$ cat src/rtl/muldiv_iter.sv
// Shared iterative multiply/divide engine: signed/unsigned shift-add multiply and restoring divide.
// Define MUL_FAST_EN to replace the iterative multiply with a single-cycle product.
module muldiv_iter #(
   parameter int WIDTH = 32
) (
   input  logic               clk,
   input  logic               rst,
   input  logic               start_i,
   input  logic [1:0]         op_i,
   input  logic [WIDTH-1:0]   opdata1_i,
   input  logic [WIDTH-1:0]   opdata2_i,
   input  logic               annul_i,
   output logic [2*WIDTH-1:0] result_o,
   output logic               ready_o,
   output logic               div_by_zero_o,
   output logic               stallreq_o
);
   localparam int CW = $clog2(WIDTH) + 1;
   localparam int W2 = 2 * WIDTH;

   typedef enum logic [1:0] {IDLE, CALC, DZERO, DONE} state_t;

   state_t            state_q, state_d;
   logic [CW-1:0]     cnt_q, cnt_d;
   logic [WIDTH-1:0]  hi_q, hi_d, lo_q, lo_d, opb_q, opb_d;
   logic              is_div_q, is_div_d, negq_q, negq_d, negr_q, negr_d;
   logic [W2-1:0]     result_q, result_d;
   logic              dz_q, dz_d;
   logic              accept, dz_start, sgn;
   logic [WIDTH:0]    mul_sum, div_shift;
   logic [WIDTH-1:0]  div_diff, step_hi, step_lo;
   logic              div_ge;
   logic [W2-1:0]     res_fin;

   function automatic logic [WIDTH-1:0] mag(input logic [WIDTH-1:0] x, input logic s);
      return (s && x[WIDTH-1]) ? -x : x;
   endfunction

   function automatic logic [WIDTH-1:0] cneg(input logic [WIDTH-1:0] x, input logic n);
      return n ? -x : x;
   endfunction

   function automatic logic [W2-1:0] cneg2(input logic [W2-1:0] x, input logic n);
      return n ? -x : x;
   endfunction

   assign sgn      = ~op_i[0];
   assign accept   = (state_q == IDLE) && start_i && !annul_i;
   assign dz_start = accept && op_i[1] && (opdata2_i == '0);

   always_ff @(posedge clk) begin
      if (rst) state_q <= IDLE;
      else     state_q <= state_d;
   end

   always_comb begin
      state_d = state_q;
      case (state_q)
         IDLE:  if (accept) state_d = dz_start ? DZERO : CALC;
         CALC: begin
            if (annul_i) state_d = IDLE;
`ifdef MUL_FAST_EN
            else if (!is_div_q) state_d = DONE;
`endif
            else if (cnt_q == CW'(WIDTH - 1)) state_d = DONE;
         end
         DZERO: state_d = annul_i ? IDLE : DONE;
         default: state_d = IDLE;
      endcase
   end

   always_comb begin
      ready_o       = (state_q == DONE);
      div_by_zero_o = (state_q == DONE) && dz_q;
      stallreq_o    = accept || (state_q == CALC) || (state_q == DZERO);
   end

   assign result_o = result_q;

   // One shift-add (mul) or restoring shift-subtract (div) step on {hi, lo}.
   always_comb begin
      mul_sum   = {1'b0, hi_q} + (lo_q[0] ? {1'b0, opb_q} : '0);
      div_shift = {hi_q, lo_q[WIDTH-1]};
      div_ge    = div_shift >= {1'b0, opb_q};
      div_diff  = div_shift[WIDTH-1:0] - opb_q;
      if (is_div_q) begin
         step_hi = div_ge ? div_diff : div_shift[WIDTH-1:0];
         step_lo = {lo_q[WIDTH-2:0], div_ge};
      end else begin
         step_hi = mul_sum[WIDTH:1];
         step_lo = {mul_sum[0], lo_q[WIDTH-1:1]};
      end
      if (is_div_q)
         res_fin = {cneg(step_hi, negr_q), cneg(step_lo, negq_q)};
      else
`ifdef MUL_FAST_EN
         res_fin = cneg2(W2'(opb_q) * W2'(lo_q), negq_q);
`else
         res_fin = cneg2({step_hi, step_lo}, negq_q);
`endif
   end

   always_comb begin
      hi_d     = hi_q;
      lo_d     = lo_q;
      opb_d    = opb_q;
      cnt_d    = cnt_q;
      is_div_d = is_div_q;
      negq_d   = negq_q;
      negr_d   = negr_q;
      result_d = result_q;
      dz_d     = dz_q;
      if (accept) begin
         cnt_d    = '0;
         hi_d     = '0;
         is_div_d = op_i[1];
         negq_d   = sgn && (opdata1_i[WIDTH-1] ^ opdata2_i[WIDTH-1]);
         negr_d   = sgn && opdata1_i[WIDTH-1];
         // Divide: lo holds the dividend (raw when the divisor is zero), opb the divisor.
         // Multiply: lo holds the multiplier, opb the multiplicand.
         if (op_i[1]) begin
            lo_d  = dz_start ? opdata1_i : mag(opdata1_i, sgn);
            opb_d = mag(opdata2_i, sgn);
         end else begin
            lo_d  = mag(opdata2_i, sgn);
            opb_d = mag(opdata1_i, sgn);
         end
      end else if (state_q == CALC) begin
         hi_d  = step_hi;
         lo_d  = step_lo;
         cnt_d = cnt_q + CW'(1);
      end
      if (state_q == CALC && state_d == DONE) begin
         result_d = res_fin;
         dz_d     = 1'b0;
      end
      if (state_q == DZERO && state_d == DONE) begin
         result_d = {lo_q, {WIDTH{1'b1}}};
         dz_d     = 1'b1;
      end
   end

   always_ff @(posedge clk) begin
      if (rst) begin
         cnt_q    <= '0;
         result_q <= '0;
         dz_q     <= 1'b0;
      end else begin
         cnt_q    <= cnt_d;
         result_q <= result_d;
         dz_q     <= dz_d;
      end
   end

   always_ff @(posedge clk) begin
      hi_q     <= hi_d;
      lo_q     <= lo_d;
      opb_q    <= opb_d;
      is_div_q <= is_div_d;
      negq_q   <= negq_d;
      negr_q   <= negr_d;
   end
endmodule

$ cat config.mk
export PLATFORM = sky130hd
export DESIGN_NAME = muldiv_iter
export DESIGN_NICKNAME = d
export VERILOG_FILES = /design/src/rtl/muldiv_iter.sv
export SDC_FILE = /design/constraint.sdc
export NUM_CORES = 1
export LEC_CHECK = 0
export ABC_AREA = 1
export BUFFER_PORTS_ARGS = -buffer_cell sky130_fd_sc_hd__buf_4
export CORE_MARGIN = 2
export CORE_UTILIZATION = 30
export CTS_CLUSTER_DIAMETER = 100
export DETAILED_ROUTE_END_ITERATION = 7
export PLACE_DENSITY = 0.45
export SLEW_MARGIN = 40
export SYNTH_ARGS = -nofsm -noshare
export SYNTH_HDL_FRONTEND = slang
export SYNTH_SLANG_ARGS = --single-unit
$ cat constraint.sdc
create_clock -name clk -period 3.9 [get_ports clk]
set_input_delay 0.585 -clock clk [delete_from_list [all_inputs] [get_ports clk]]
set_output_delay 0.585 -clock clk [all_outputs]
set_load 0.03 [all_outputs]
==> flow_summary.yaml, run 1 <==
timing:
  skew_ns: 0.0145
  finalSetupViolCount: 0
  fmax_ghz: 0.264
  hold_viol_final: 0
  maxSlewHeadroom_pct: 40.2
  fin_crit_ns: 3.78
  rsz0062_at_grt: "true"
  tightest_slew_ns: 0.888
  drv_slew: 0
  fin_ws_ns: 0.118
  period_share_pct: 97.0
detailed_routing:
  wl_per_cell_microns: 21.5
  drtIter0Drc: 1441
  drt_wl_total_mm: 87.1
  drc: 0
  vias_per_cell: 5.07
  postRouteAntennaNets: 0
  drt-pass1-iter-count: 6
  vias: 20546
placement:
  portBuffers: 136
  dpl.hpwl_mm: 71.7
  place_ws_ns: -0.126
  gp_congestion: 0.956
logic_synthesis:
  synth_edf_count: 67
  synth_area_sq_um: 17400
  ys_ff_latch: 172
  synthCells: 2892
  syn_avg_cell_area_sq_um: 6.02
  yosysWarnings: 0
  ys.flop_type: "dfxtp_1"
  ys_seq_area_share_pct: 23.6
  synthesis.nets: 3033
  synth-async-reset-ratio_pct: 0
  synthDistinctLibCells: 54
layout:
  drive_gt1_share_pct: 25.2
  mostFrequentLayoutCell: "nand2_1"
  final_util_pct: 40.6
  area_growth_pct: 34.0
  final_cell_mix: "nand2_1 (788), buf_4 (453), inv_1 (403)"
  layout.nets: 3416
  num-fill-cells: 6324
cts:
  ctsLongestPathBuffers: 2
  cts_buffers: 17
  root_buffer: "clkbuf_16"
  holdBufCountCts: 0
  htree_levels: 4
  clock_sink_count: 172
  clk_pin_slew_worst_paths_ns: 0.08
  cts_tree: "built"
  insertion_delay_ns: 0.51
grt:
  met3_usage_pct: 3.80
  overflow: 0
  grt_pass1_vias: 19788
  top_usage_layer: "met2"
  antenna_found_initial: 3
  grtUsageMet1_pct: 36.2
  grt_usage_pct: 28.7
  gr-usage-met2_pct: 50.3
  grt_pass1_wl_mm: 127
  grt_start_max_net_pins: 82
die:
  core_sq_um: 57500
  start_util_pct: 30.3
  fp.dieW_microns: 245
  io_pins: 137
  num_rows: 88
  dieArea_sq_um: 60000
  die_y_microns: 245
critical_path:
  crit_path_start_kind: "flip-flop"
  cpMostUsedCell: "nor2_4"
  worst-setup-path-type: "reg2reg"
  required_ns: 4.27
  critPathMaxFanout: 4
  crit_arrival_ns: 4.15
  max_stage_delay_ns: 0.46
  critPathSlowestCell: "edfxtp_1"
  end_kind: "flip-flop"
power_and_ir_drop:
  powerDensity_nw_per_um2: 431
  leakagePower_nw: 11.4
  vdd_drop_max_mv: 0.335
  power.total_mw: 10.0
status:
  outcome: "finished, final reports clean"
min_path:
  min_path_type: "in2reg"
job:
  max_cap_viol_count: 0
path summary, 6_finish.rpt:
check,start,endpoint,slack [ns],cells past startpoint
worst max register to register,opb_q[15],result_o[36],0.12,30
worst max-delay path,opb_q[15],result_o[36],0.12,30
worst min register to register,result_o[56],result_o[56],0.47,2
worst min-delay path,op_i[0],negq_q,0.39,2
per-layer routing:
metal,up-vias,share of wire [%]
met5,-,0
met3,114,5.0
met1,9657,43
met4,0,3.6
met2,634,49
li1,10141,-
cell usage after synthesis (23+ instances only):
master	count	area, sq um
o21ai_0	172	861
o21ai_1	24	120
dfxtp_1	105	2100
o22ai_1	23	144
edfxtp_1	67	2010
a21oi_1	175	876
nand4_1	39	244
inv_1	423	1590
xnor2_1	26	228
xor2_1	80	701
ha_1	69	863
nor2_1	260	976
nand3_1	213	1070
nor3_1	32	160
clkbuf_1	61	229
nand2_1	853	3200
timing repair:
item                                   CTS  global route
resized for setup                       17           292
endpoints found under the hold margin    0             0
buffers inserted                         2            26
pin swaps                                3            43
setup endpoints to repair               20            32
worst max-delay path, delay by kind of cell, from the launching register on:
family,cells,cell delay [ns]
flops,1,0.46
fa+ha+maj,2,0.37
simple gates,16,1.51
buf+inv,5,0.41
xor+xnor,1,0.15
compound gates,6,0.75
report_power, final:
group	internal [mW]	switching [mW]
sequential	2.03	0.154
combinational	2.38	3.66
clock	0.863	0.963
total	5.27	4.78
metrics by stage:
stage	setup TNS (ns)	hold slack (ns)	cell area, sq um	std cells
5_1_grt	-0.882	0.376	23300	4053
3_5_place_dp	-1.37	0.459	21200	3995
3_3_place_gp	-1.50	0.455	21200	3995
4_1_cts	-0.0344	0.368	21900	4029
2_1_floorplan	0	0.441	17400	2892
6_report	0	0.388	23300	4054
flip-flops by register name (all words and copies together) (netlist names):
register,count
result_o,64
hi_q,32
lo_q,32
opb_q,32
cnt_q,6
state_q,2
dz_q,1
is_div_q,1
negq_q,1
negr_q,1
cells by family after synthesis:
group	Yosys count	synth area share (%)
buf+inv	541	12.1
flops	172	23.6
simple gates	1507	37.6
xor+xnor	106	5.33
compound gates	495	16.1
fa+ha+maj	71	5.19
cell type report:
class / count / area (sq um) / share of cell area (%)
Antenna cell: 1 / 2.50 / 0.0107
Clock buffer: 17 / 425 / 1.82
Clock inverter: 15 / 184 / 0.789
Inverter: 443 / 1670 / 7.15
Multi-Input combinational cell: 2179 / 12400 / 53.3
Sequential cell: 172 / 4120 / 17.6
Tap cell: 765 / 957 / 4.11
Timing Repair Buffer: 462 / 3540 / 15.2
Power figures use the tool's default switching activity.
==> run 2: changes to the inputs <==
Settings changed: CELL_PAD_IN_SITES_DETAIL_PLACEMENT from default to 1, CELL_PAD_IN_SITES_GLOBAL_PLACEMENT from default to 1, PLACE_DENSITY 0.45 to 0.71.
==> flow_summary.yaml, run 2 (synthesized netlist as in run 1, its figures left out) <==
placement:
  place_ws_ns: -0.232
  dpl.hpwl_mm: 74.0
  gp_congestion: 1.03
  place_area_sq_um: 20900
  dp.cells: 3948
  portBuffers: 136
layout:
  seqCellArea_sq_um: 4110
  multi_input_area_sq_um: 12600
  diodes: 0
  largest_register_ffs: 64
  num-fill-cells: 7497
  drive_gt1_share_pct: 26.2
  layout.nets: 3411
  layoutNonFillerInstCount: 4048
  mostFrequentLayoutCell: "nand2_1"
  area_growth_pct: 35.1
  final_cell_mix: "nand2_1 (775), buf_4 (445), inv_1 (396)"
  final_area_sq_um: 23500
critical_path:
  required_ns: 4.34
  worst-setup-path-type: "reg2reg"
  reg2reg_depth: 31
  r2r_setup_slack_ns: -0.002
  reg2reg_from: "opb_q[17]"
  cpMostUsedCell: "nand2_2"
  crit_path_start: "opb_q[17]"
  max_stage_delay_ns: 0.52
  crit_arrival_ns: 4.34
  critPathSlowestCell: "edfxtp_1"
  crit_path_start_kind: "flip-flop"
  reg2reg_to: "result_o[48]"
  critPathMaxFanout: 3
  end_kind: "flip-flop"
grt:
  grt_pass1_wl_mm: 134
  grt_pass1_vias: 22048
  met3_usage_pct: 3.79
  gr-usage-met2_pct: 48.9
  top_usage_layer: "met2"
  grt_start_max_net_pins: 76
  antenna_found_initial: 6
  grt_usage_pct: 29.8
  overflow: 0
  grtUsageMet1_pct: 37.7
detailed_routing:
  drtIter0Drc: 1567
  wl_per_cell_microns: 22.7
  drt_wl_total_mm: 91.8
  postRouteAntennaNets: 0
  vias_per_cell: 5.32
  drt-pass1-iter-count: 5
  drc: 0
  vias: 21549
die:
  die_y_microns: 245
  start_util_pct: 30.3
  fp.dieW_microns: 245
  dieArea_sq_um: 60000
  core_sq_um: 57500
  io_pins: 137
  num_rows: 88
min_path:
  worstHoldStart: "op_i[0]"
  hold_depth: 2
  holdPathEnd: "negq_q"
  min_path_type: "in2reg"
timing:
  tightest_slew_ns: 0.771
  drv_slew: 0
  finalSetupViolCount: 1
  hold_viol_final: 0
  maxSlewHeadroom_pct: 48.1
  fmax_ghz: 0.256
  skew_ns: 0.0161
  fin_crit_ns: 3.90
  hold_slack_ns: 0.388
  rsz0062_at_grt: "true"
  period_share_pct: 100
  fin_ws_ns: -0.00155
power_and_ir_drop:
  power.total_mw: 10.4
  vdd_drop_max_mv: 0.360
  powerDensity_nw_per_um2: 440
  leakagePower_nw: 11.4
cts:
  clock_sink_count: 172
  cts_tree: "built"
  root_buffer: "clkbuf_16"
  htree_levels: 4
  clk_pin_slew_worst_paths_ns: 0.08
  ctsLongestPathBuffers: 2
  insertion_delay_ns: 0.51
  cts_buffers: 17
status:
  violations: "negative setup slack"
  outcome: "complete, but fails checks"
job:
  max_cap_viol_count: 0
run 2: cell count changes in the layout (fill, tap and decap cells not counted), sizes merged:
cell / delta
diode: -1
inv: +3
clkbuf: +2
buf: -6
clkinv: -4
run 2: area by class of cell:
type | count | share of cell area (%)
multi-input cells | 2179 | 53.7
flip-flops and latches | 172 | 17.5
repair buffers | 457 | 15.0
inverters | 443 | 7.10
well taps | 765 | 4.07
clock buffers | 18 | 1.87
clock inverters | 14 | 0.718
run 2: how the worst max path moves through the flow:
stage | endpoint | slack (ns) | cells after the start
floorplan | result_o[52] | 0.40 | 29
global route | result_o[48] | -0.18 | 33
finish | result_o[48] | -0.002 | 31
CTS | result_o[52] | -0.06 | 30
detailed placement | result_o[63] | -0.23 | 24
global placement | result_o[48] | -0.28 | 29
run 2: metrics by stage:
| step | util (%) | setup TNS [ns] |
|---|---|---|
| 6_report | 40.9 | -0.00155 |
| 5_1_grt | 40.9 | -1.72 |
| 4_1_cts | 39.1 | -0.0776 |
| 3_5_place_dp | 36.4 | -3.52 |
| 3_3_place_gp | 36.4 | -3.72 |
| 2_1_floorplan | - | 0 |
run 2: power by group:
group | internal [mW] | switching [mW]
Sequential | 2.03 | 0.144
Combinational | 2.36 | 3.99
Clock | 0.882 | 0.944
Total | 5.27 | 5.08
run 2: critical path, delay by kind of cell (launching register included):
kind	cells	cell delay, ns
DFF	1	0.52
buffers and inverters	5	0.59
adders and majority gates	2	0.38
and+or+nand+nor	22	2.12
AOI/OAI and AO/OA	2	0.20
run 2: repair_timing:
action,CTS,global route
pin swaps,34,40
cloned,0,1
setup buffers,50,18
setup endpoints to repair,28,34
resized for setup,101,248
hold buffers,0,0
run 2: routing by layer:
metal | vias up | share of wire (%) | wire length (microns)
li1 | 10129 | - | -
met1 | 10497 | 43 | 39400
met2 | 715 | 46 | 42300
met3 | 204 | 5.0 | 4570
met4 | 4 | 6.0 | 5520
met5 | - | 0.027 | 25
